===== src/rtl/red_pitaya_scope_pkg.sv =====
// Shared types and constants for the scope acquisition sequencer.
package red_pitaya_scope_pkg;

  typedef enum logic [1:0] {
    IDLE      = 2'd0,
    ARMED     = 2'd1,
    TRIGGERED = 2'd2,
    DONE      = 2'd3
  } acq_state_e;

  localparam int TRG_N = 10;

  localparam logic [3:0] TRG_NONE  = 4'd0;
  localparam logic [3:0] TRG_SW    = 4'd1;
  localparam logic [3:0] TRG_A_P   = 4'd2;
  localparam logic [3:0] TRG_A_N   = 4'd3;
  localparam logic [3:0] TRG_B_P   = 4'd4;
  localparam logic [3:0] TRG_B_N   = 4'd5;
  localparam logic [3:0] TRG_EXT_P = 4'd6;
  localparam logic [3:0] TRG_EXT_N = 4'd7;
  localparam logic [3:0] TRG_ASG_P = 4'd8;
  localparam logic [3:0] TRG_ASG_N = 4'd9;

  function automatic logic src_valid(input logic [3:0] src);
    return (src >= TRG_SW) && (src <= TRG_ASG_N);
  endfunction

endpackage


===== src/rtl/red_pitaya_scope_wptr.sv =====
// Capture RAM write pointer: synchronous clear beats increment, wraps silently.
module red_pitaya_scope_wptr #(
  parameter int RSZ = 14
) (
  input  logic           clk_i,
  input  logic           rstn_i,
  input  logic           clr_i,
  input  logic           en_i,
  output logic [RSZ-1:0] ptr_o
);

  logic [RSZ-1:0] ptr_d, ptr_q;

  always_comb begin
    ptr_d = ptr_q;
    if (clr_i)     ptr_d = '0;
    else if (en_i) ptr_d = ptr_q + RSZ'(1);
  end

  always_ff @(posedge clk_i or negedge rstn_i) begin
    if (!rstn_i) ptr_q <= '0;
    else         ptr_q <= ptr_d;
  end

  assign ptr_o = ptr_q;

endmodule


===== src/rtl/red_pitaya_scope_acq_ctrl.sv =====
// Scope acquisition sequencer: arm/trigger/post-delay FSM and RAM write generation.
module red_pitaya_scope_acq_ctrl
  import red_pitaya_scope_pkg::*;
#(
  parameter int RSZ = 14,
  parameter int DW  = 32
) (
  input  logic             adc_clk_i,
  input  logic             adc_rstn_i,
  input  logic             dec_val_i,
  input  logic             cfg_arm_i,
  input  logic             cfg_rst_i,
  input  logic [3:0]       cfg_src_i,
  input  logic [DW-1:0]    cfg_pre_i,
  input  logic [DW-1:0]    cfg_dly_i,
  input  logic [TRG_N-1:0] trg_vec_i,
  output logic             wen_o,
  output logic [RSZ-1:0]   waddr_o,
  output logic [RSZ-1:0]   trg_addr_o,
  output logic             trg_o,
  output logic [3:0]       trg_src_o,
  output logic             busy_o,
  output logic             done_o
);

  acq_state_e     state_d, state_q;
  logic [DW-1:0]  pre_d, pre_q;
  logic [DW-1:0]  post_d, post_q;
  logic [DW-1:0]  dly_d, dly_q;
  logic [RSZ-1:0] waddr_d, waddr_q;
  logic [RSZ-1:0] trg_addr_d, trg_addr_q;
  logic [3:0]     trg_src_d, trg_src_q;
  logic           wen_d, wen_q;
  logic           trg_d, trg_q;

  logic [RSZ-1:0] wptr;
  logic [15:0]    trg_ext;
  logic           writing, wr, arm_ok, accept;

  // Pad to 16 so every 4-bit source code indexes a defined bit.
  assign trg_ext = {{(16-TRG_N){1'b0}}, trg_vec_i};

  assign writing = (state_q == ARMED) || (state_q == TRIGGERED);
  assign wr      = dec_val_i && writing && !cfg_rst_i;
  assign arm_ok  = cfg_arm_i && !cfg_rst_i && ((state_q == IDLE) || (state_q == DONE));
  assign accept  = (state_q == ARMED) && !cfg_rst_i && src_valid(cfg_src_i)
                   && trg_ext[cfg_src_i] && (pre_q >= cfg_pre_i);

  red_pitaya_scope_wptr #(.RSZ(RSZ)) u_wptr (
    .clk_i  (adc_clk_i),
    .rstn_i (adc_rstn_i),
    .clr_i  (cfg_rst_i || arm_ok),
    .en_i   (wr),
    .ptr_o  (wptr)
  );

  always_comb begin
    state_d    = state_q;
    pre_d      = pre_q;
    post_d     = post_q;
    dly_d      = dly_q;
    waddr_d    = waddr_q;
    trg_addr_d = trg_addr_q;
    trg_src_d  = trg_src_q;
    wen_d      = wr;
    trg_d      = accept;

    if (wr) waddr_d = wptr;

    unique case (state_q)
      IDLE, DONE: begin
        if (arm_ok) begin
          state_d    = ARMED;
          pre_d      = '0;
          post_d     = '0;
          trg_addr_d = '0;
          trg_src_d  = '0;
        end
      end
      ARMED: begin
        if (wr && (pre_q != '1)) pre_d = pre_q + DW'(1);
        if (accept) begin
          trg_src_d  = cfg_src_i;
          // With no write this cycle the trigger belongs to the last sample written.
          trg_addr_d = dec_val_i ? wptr : wptr - RSZ'(1);
          dly_d      = cfg_dly_i;
          post_d     = '0;
          state_d    = (cfg_dly_i == '0) ? DONE : TRIGGERED;
        end
      end
      TRIGGERED: begin
        if (wr) begin
          post_d = post_q + DW'(1);
          if (post_d == dly_q) state_d = DONE;
        end
      end
      default: state_d = IDLE;
    endcase

    if (cfg_rst_i) begin
      state_d    = IDLE;
      pre_d      = '0;
      post_d     = '0;
      dly_d      = '0;
      waddr_d    = '0;
      trg_addr_d = '0;
      trg_src_d  = '0;
      wen_d      = 1'b0;
    end
  end

  always_ff @(posedge adc_clk_i or negedge adc_rstn_i) begin
    if (!adc_rstn_i) begin
      state_q    <= IDLE;
      pre_q      <= '0;
      post_q     <= '0;
      dly_q      <= '0;
      waddr_q    <= '0;
      trg_addr_q <= '0;
      trg_src_q  <= '0;
      wen_q      <= 1'b0;
      trg_q      <= 1'b0;
    end else begin
      state_q    <= state_d;
      pre_q      <= pre_d;
      post_q     <= post_d;
      dly_q      <= dly_d;
      waddr_q    <= waddr_d;
      trg_addr_q <= trg_addr_d;
      trg_src_q  <= trg_src_d;
      wen_q      <= wen_d;
      trg_q      <= trg_d;
    end
  end

  assign wen_o      = wen_q;
  assign waddr_o    = waddr_q;
  assign trg_addr_o = trg_addr_q;
  assign trg_o      = trg_q;
  assign trg_src_o  = trg_src_q;
  assign busy_o     = (state_q == ARMED) || (state_q == TRIGGERED);
  assign done_o     = (state_q == DONE);

endmodule


===== config.mk =====
export PLATFORM = sky130hd
export DESIGN_NAME = red_pitaya_scope_acq_ctrl
export DESIGN_NICKNAME = d
export VERILOG_FILES = /design/src/rtl/red_pitaya_scope_pkg.sv /design/src/rtl/red_pitaya_scope_wptr.sv /design/src/rtl/red_pitaya_scope_acq_ctrl.sv
export SDC_FILE = /design/constraint.sdc
export NUM_CORES = 1
export LEC_CHECK = 0
export CORE_ASPECT_RATIO = 2
export CORE_UTILIZATION = 55
export CTS_CLUSTER_DIAMETER = 200
export CTS_CLUSTER_SIZE = 8
export DETAILED_ROUTE_END_ITERATION = 8
export PLACE_DENSITY_LB_ADDON = 0.05
export REMOVE_ABC_BUFFERS = 1
export SLEW_MARGIN = 20
export SYNTH_ARGS = -nofsm -noshare
export SYNTH_HDL_FRONTEND = slang
export SYNTH_SLANG_ARGS = --single-unit

===== constraint.sdc =====
create_clock -name adc_clk_i -period 4.56 [get_ports adc_clk_i]
set_input_delay 1.14 -clock adc_clk_i [delete_from_list [all_inputs] [get_ports adc_clk_i]]
set_output_delay 1.14 -clock adc_clk_i [all_outputs]
set_load 0.01 [all_outputs]

# == Yosys cells after proc, flatten, opt, wreduce, memory -nomap -nowiden ==
# Cells that the tools add are included.
# totals
register_bits,146
# op_classes
addsub,4
n_lt_le_gt_ge,4
n_eq_ne,10
muxes,34
n_reduce_logical,27
# ops
operator,n
$mux W32,9
$mux W14,8
$pmux W32 S3,1
$add A32 B1 Y32 const B,2
$pmux W32 S2,1
$eq A32 B32 Y1,1
$ge A32 B32 Y1,1
$logic_not A32 Y1,1
$ne A32 B32 Y1 const B,1
$pmux W14 S2,1
$add A14 B1 Y14 const B,1
$sub A14 B1 Y14 const B,1
$mux W4,3
$logic_and A1 B1 Y1,10
$mux W2,5
$ne A3 B3 Y1 const B,3
$reduce_and A3 Y1,3
$pmux W4 S2,1
$reduce_bool A2 Y1,4
$ne A3 B2 Y1 const B,2
$pmux W2 S3,1
$lt A4 B5 Y1 const B,1
$bmux W1 S4,1
$eq A2 B2 Y1 const B,2
11 further kinds,15

# == Depth between registers and ports, before layout ==
# Gate-level depths: netlist of the first run.
# depth
depth_word,8
ltp_mapped,11
depth_no_buf,9

# == By module ==
# A second synthesis of the first run with hierarchy kept.
# unflattened
hier_cells,1065
area_unflattened_um2,9132.5
# by_module_without_submodules
module,instances,cells_per_inst,area_per_inst_um2
red_pitaya_scope_acq_ctrl,1,995,8403.1
red_pitaya_scope_wptr,1,70,729.4

# == Worst setup path before layout of the first run ==
# Ideal clock, no wire load.
# synth_timing
path_kind,input port to flip-flop
startpoint,input cfg_pre_i[13]
endpoint,register dly_q[10]
setup_ps,125
arrival_time_ps,3316
t_required_ps,4435
setup_slack_ps,1119
path_stages,11
path_cell_list,inv_1 -> ha_1 -> a21o_1 -> a21o_1 -> a221o_1 -> a22o_1 -> o21bai_1 -> or2_1 -> clkbuf_1 -> buf_2 -> mux2_2
# synth_between
elab_chain_cells,4
# synth_lines
item,line,text
from (decl),red_pitaya_scope_acq_ctrl.sv:14,"input logic [DW-1:0] cfg_pre_i,"
$ge A32 B32 Y1,red_pitaya_scope_acq_ctrl.sv:47,&& trg_ext[cfg_src_i] && (pre_q >= cfg_pre_i);
$logic_and A1 B1 Y1,red_pitaya_scope_acq_ctrl.sv:47,
$reduce_bool A2 Y1 (no source line),-,
$reduce_and A2 Y1 (no source line),-,
to (signal assigned),red_pitaya_scope_acq_ctrl.sv:127,dly_q <= dly_d;
to (decl),red_pitaya_scope_acq_ctrl.sv:29,"logic [DW-1:0] dly_d, dly_q;"
# Every way passes these cells.
# A chain may end at the register's enable or synchronous reset.

# == Final worst setup path of the first run ==
# layout_timing
startpoint,input cfg_pre_i[29]
endpoint,register dly_q[25]
# Same word-level chain as after synthesis.

==> reports/metrics.cfg, run 1 <==
[critical_path]
startpoint_type = input port
endpoint_kind = register
cp_common_cell = buf_4
crit-reg2reg-launch = post_q[0]$_DFFE_PN0P_
r2r_cells = 8
critPathArrivalTime_ns = 3.90
r2r_setup_slack_ns = 1.14
worstPathCellList = clkdlybuf4s50_1, inv_1, ha_1, nand4_1, nor4_1, buf_4, and3_1, a22o_1, o21bai_1, or2_1, buf_4, mux2_1
r2r_end = state_q[1]$_DFFE_PN0P_
worst-setup-path-type = in2reg
slowest_stage = clkdlybuf4s50_1
crit_path_max_incr_delay_ns = 0.45
cp_max_fo = 17
cp.required_ns = 4.87

[final_layout]
postLayoutCoreUtil_pct = 66.79
drive_gt1_share_pct = 9.076
fillCellCount = 1538
syn2layout_area_growth_pct = 18.80
nets = 1332
fin_cells = 1436
diodes = 0

[clock_network]
cts_buffers = 17
cts_tree = yes
htreeDepth = 4
postCtsResizedCells = 0
path_clk_slew_ns = 0.06
cts_setup_buffers = 0
postCtsHoldBufs = 0
clkLatencyLatePin_ns = 0.43
clkSinkCount = 146
cts_max_path_buffers = 2
clockRootBuffer = clkbuf_16

[power_and_ir_drop]
power.density_nw_per_um2 = 348.0
p_leak_nw = 5.027
vdd_drop_max_mv = 0.3860

[die]
initial_core_util_pct = 56.22
io_pins = 119
die_w_um = 97.11
fp.dieArea_um2 = 18660
num_rows = 69
dieHeight_um = 192.2
core_area_um2 = 17700

[route]
routed_wl_um = 26900
route.detailed.wl_per_inst_um = 18.73
met2_length_um = 14800
route.met3.wl_um = 879
ant_nets = 0
wl_met1_um = 10340
drt-vias-per-instance = 6.169
drtIter0Drc = 582
routed.top_layer = met4
vias = 8858
dr.pass1.iters = 6
drc_errors = 0

[global_route]
grt_pass1_wl_um = 43680
grt_max_degree = 76
grt_usage_pct = 29.62
grt_pass1_vias = 8690
antenna_found_initial = 0
overflow = 0

[logic_synthesis]
async_flop_share_pct = 100.0
synth_top_cell_by_area = dfrtp_1
ys_ff_latch = 146
yosysSeqAreaShare_pct = 36.72
synth_area_per_cell_um2 = 8.751
synth.top_cells.by_area = dfrtp_1 (37%), nand3_1 (5.1%), ha_1 (4.9%)
ys.flop_type = dfrtp_1
synth-edff-count = 0
yosysWarnings = 0
synthCells = 1137
synth_top_area_share_pct = 36.72
yosysUniqueCellTypes = 73
syn_area_um2 = 9950

[place]
place_hpwl_um = 19210
port_buffers = 117
dp.cells = 1404
pre_cts_ws_ns = 0.5076
place_congestion = 0.9297

[timing]
finalHoldViolations = 0
fin_crit_ns = 3.591
skew_ns = 0.007834
tns_ns = 0
whs_ns = 0.4905
maxSlewViolCount = 0
setup_violations = 0
max_freq_mhz = 278.4
worst_slew_pin_slew_ns = 0.9155
fin_crit_sh_pct = 78.76
timing.final.ws_setup_ns = 0.9685
rsz0062_at_grt = no
relSlewSlack_pct = 38.93

[worst_hold_path]
holdCritStartpoint = trg_addr_o[10]$_DFFE_PN0P_
hold_depth = 1
hold_end = trg_addr_o[10]$_DFFE_PN0P_
hp-class = reg2reg

[flow_run]
max_cap_violations = 0

[status]
status = completed

[kinds of logic after synthesis]
logic type / Yosys count / share of synthesized area [%]
AND/OR/NAND/NOR: 474 / 25.10
multiplexers: 57 / 6.502
flip-flops: 146 / 36.72
adder cells (fa/ha/maj): 39 / 4.904
XOR/XNOR: 84 / 7.394
buffers and inverters: 151 / 6.451
AO/OA/AOI/OAI: 186 / 12.93
[area by class of cell]
class | count | area [um^2] | share of cell area (%)
Tap cell | 213 | 266.5 | 2.255
Multi-Input combinational cell | 840 | 5675 | 48.02
Sequential cell | 146 | 3654 | 30.91
Inverter | 62 | 232.7 | 1.969
Clock inverter | 13 | 183.9 | 1.556
Clock buffer | 19 | 432.9 | 3.663
Timing Repair Buffer | 143 | 1375 | 11.63
[through the flow]
step,instance area [um^2],total power (W)
floorplan,9540,0.002024
global placement,11200,0.002628
detailed placement,11200,0.002645
CTS,11820,0.004136
global route,11820,0.004278
finish,11820,0.004114
[sequential cells by signal, indices dropped and copies added (netlist names)]
name / cells
post_q: 32
waddr_o: 14
u_wptr.ptr_o: 14
trg_src_o: 4
wen_o: 1
state_q: 2
trg_addr_o: 14
pre_q: 32
trg_o: 1
dly_q: 32
[where the power goes]
| group | switching (W) | internal [W] | total [W] |
|---|---|---|---|
| sequential | 0.0000445 | 0.00134 | 0.00139 |
| clock | 0.000572 | 0.000915 | 0.00149 |
| combinational | 0.000816 | 0.000424 | 0.00124 |
| total | 0.00143 | 0.00268 | 0.00411 |
[critical path: cells and delay by family]
family | cells | cell delay [ns]
muxes | 1 | 0.34
adders and majority gates | 1 | 0.29
buffers and inverters | 4 | 0.88
and+or+nand+nor | 4 | 0.95
AOI/OAI and AO/OA | 2 | 0.29
[cell usage after synthesis (all sizes together), types with 27 or more instances]
cell / instances
mux2: 48
a21oi: 39
dfrtp: 146
nor2: 75
nor3: 27
nand3: 102
nor2b: 36
nand2: 93
nand4: 38
clkbuf: 55
buf: 34
ha: 39
inv: 62
a31oi: 33
xnor2: 42
xor2: 42
[worst max path at each step]
stage	from	to	slack (ns)	cells after the start
global route	cfg_pre_i[0]	dly_q[1]$_DFFE_PN0P_	0.74	10
global placement	cfg_pre_i[0]	dly_q[31]$_DFFE_PN0P_	0.44	10
finish	cfg_pre_i[29]	dly_q[25]$_DFFE_PN0P_	0.97	12
floorplan	state_q[0]$_DFFE_PN0P_	state_q[1]$_DFFE_PN0P_	-0.33	9
detailed placement	cfg_pre_i[29]	dly_q[29]$_DFFE_PN0P_	0.51	12
CTS	cfg_pre_i[29]	dly_q[25]$_DFFE_PN0P_	0.93	12
[layer usage]
metal  vias up  track usage, %
met5         -               0
met3        55           3.566
li1       4218               -
met2       222           56.37
met4         0           14.58
met1      4363           31.95
[cell usage in the layout (no fill, tap or decap), drive strengths merged, types with 6 or more instances in the layout]
master and n:
xor2 42, nor4 19, nand2b 9, a211oi 11, nand2 93, and4 15, xnor2 42, o21ai 19
nand3 102, and3 17, clkbuf 19, or3 18, buf 28, nand4 38, mux2 48, nor2 75
a31oi 33, or4 6, clkdlybuf4s50 115, inv 63, nor3 27, ha 39, a21o 15, dfrtp 146
a21oi 39, a2111oi 8, mux2i 8, o211ai 25, nor2b 36
Note: power is estimated with default switching activity, not from simulation.
==> inputs of run 2 (changes only) <==
CORE_UTILIZATION = 52   (was 55)
clock period = 3.2 ns   (was 4.56 ns; I/O delays follow)
==> reports/metrics.cfg, run 2 (same netlist as run 1, synthesis figures left out) <==
[status]
status = completed

[die]
die_w_um = 99.81
fp.dieArea_um2 = 19720
dieHeight_um = 197.6
initial_core_util_pct = 53.08
num_rows = 71
core_area_um2 = 18740
io_pins = 119

[clock_network]
postCtsHoldBufs = 0
cts_tree = yes
cts_buffers = 17
path_clk_slew_ns = 0.06
clockRootBuffer = clkbuf_16
cts_max_path_buffers = 2
clkSinkCount = 146
htreeDepth = 4
clkLatencyLatePin_ns = 0.45

[critical_path]
critPathArrivalTime_ns = 3.42
cp.required_ns = 3.53
cp_max_fo = 13
r2r_end = state_q[1]$_DFFE_PN0P_
endpoint_kind = register
r2r_setup_slack_ns = 0.11
crit-reg2reg-launch = post_q[2]$_DFFE_PN0P_
worst-setup-path-type = reg2reg
r2r_cells = 7
startpoint_type = register

[timing]
skew_ns = 0.008992
relSlewSlack_pct = 46.44
finalHoldViolations = 0
maxSlewViolCount = 0
fin_crit_ns = 3.089
fin_crit_sh_pct = 96.52
max_freq_mhz = 323.8
worst_slew_pin_slew_ns = 0.8009
setup_violations = 0
whs_ns = 0.3681
tns_ns = 0

[route]
drtIter0Drc = 475
route.detailed.wl_per_inst_um = 18.56
dr.pass1.iters = 6
drc_errors = 0
drt-vias-per-instance = 5.942
vias = 9180
ant_nets = 0
routed_wl_um = 28670

[power_and_ir_drop]
p_seq_share_pct = 32.2
pwr-share-comb_pct = 33.6
vdd_drop_max_mv = 0.4860
p_total_w = 0.006124
p_sw_w = 0.002142
p_int_w = 0.003983
p_leak_nw = 5.552
power.density_nw_per_um2 = 478.6
clkPwrFrac_pct = 34.2
swShare_pct = 34.97

[final_layout]
drive_gt1_share_pct = 16.67
ff_latch_area_um2 = 3654
multi_input_area_um2 = 5924
layout_common_cells = dfrtp_1 (146), nand3_1 (101), clkdlybuf4s50_1 (99)
diodes = 0
top_regs = dly_q (32), post_q (32), pre_q (32)
fillCellCount = 1552
nets = 1399
final_common_cell = dfrtp_1
syn2layout_area_growth_pct = 28.61
postLayoutCoreUtil_pct = 68.27

[place]
place_congestion = 0.9308
place_hpwl_um = 20480
port_buffers = 117

[worst_hold_path]
hp-class = in2async

[global_route]
grt_usage_pct = 29.50
grt_pass1_vias = 8916
antenna_found_initial = 0
grt_pass1_wl_um = 44730
overflow = 0
grt_max_degree = 62

[flow_run]
max_cap_violations = 0

[run 2: repair_timing]
item                                    CTS  global route
gates resized for setup                   6            56
gates cloned                              0             3
endpoints found under the setup margin   82            60
setup buffers                             1             1
pin swaps                                 3            22
[run 2: worst max-delay path by stage]
stage	endpoint	startpoint
6_report	state_q[1]$_DFFE_PN0P_	post_q[2]$_DFFE_PN0P_
3_3_place_gp	dly_q[16]$_DFFE_PN0P_	cfg_pre_i[0]
3_5_place_dp	dly_q[19]$_DFFE_PN0P_	cfg_pre_i[0]
4_1_cts	trg_addr_o[4]$_DFFE_PN0P_	cfg_pre_i[25]
5_1_grt	dly_q[10]$_DFFE_PN0P_	cfg_pre_i[1]
2_1_floorplan	state_q[1]$_DFFE_PN0P_	state_q[0]$_DFFE_PN0P_
[run 2: routing by layer]
metal  part of all wire [%]  global-route usage, %
met5                      0                      0
met4                    4.4                  18.57
met3                    3.8                  4.388
met2                     55                  53.36
met1                     37                  31.49
[run 2: area by class of cell]
type                            count  share of cell area (%)
Multi-Input combinational cell    840                   46.30
Sequential cell                   146                   28.55
Timing Repair Buffer              210                   16.05
Clock buffer                       21                   3.598
Tap cell                          255                   2.493
Inverter                           62                   1.819
Clock inverter                     11                   1.193
[run 2: power groups by stage]
stage	clock (W)	combinational [W]	sequential, W
final	0.00210	0.00206	0.00197
after global placement	0	0.00189	0.00200
after detailed placement	0	0.00192	0.00200
after floorplan	0	0.000871	0.00201
after global routing	0.00219	0.00219	0.00198
after CTS	0.00213	0.00194	0.00197
[run 2: worst max-delay path: stages, from the launching register on]
cell,delay (ns)
dfrtp_1,0.56
and4_1,0.44
nand4_2,0.19
xnor2_1,0.23
or4_1,0.55
nor4_2,0.44
a41oi_1,0.21
a2111oi_2,0.36
[run 2: metrics by stage]
step | instance area (um^2) | instances | setup WS [ns]
6_report | 12800 | 1545 | 0.1112
5_1_grt | 12800 | 1545 | -0.02238
4_1_cts | 12440 | 1541 | -0.008491
3_5_place_dp | 11800 | 1508 | -0.6197
3_3_place_gp | 11800 | 1508 | -0.6075
2_1_floorplan | 9540 | 1048 | -1.692
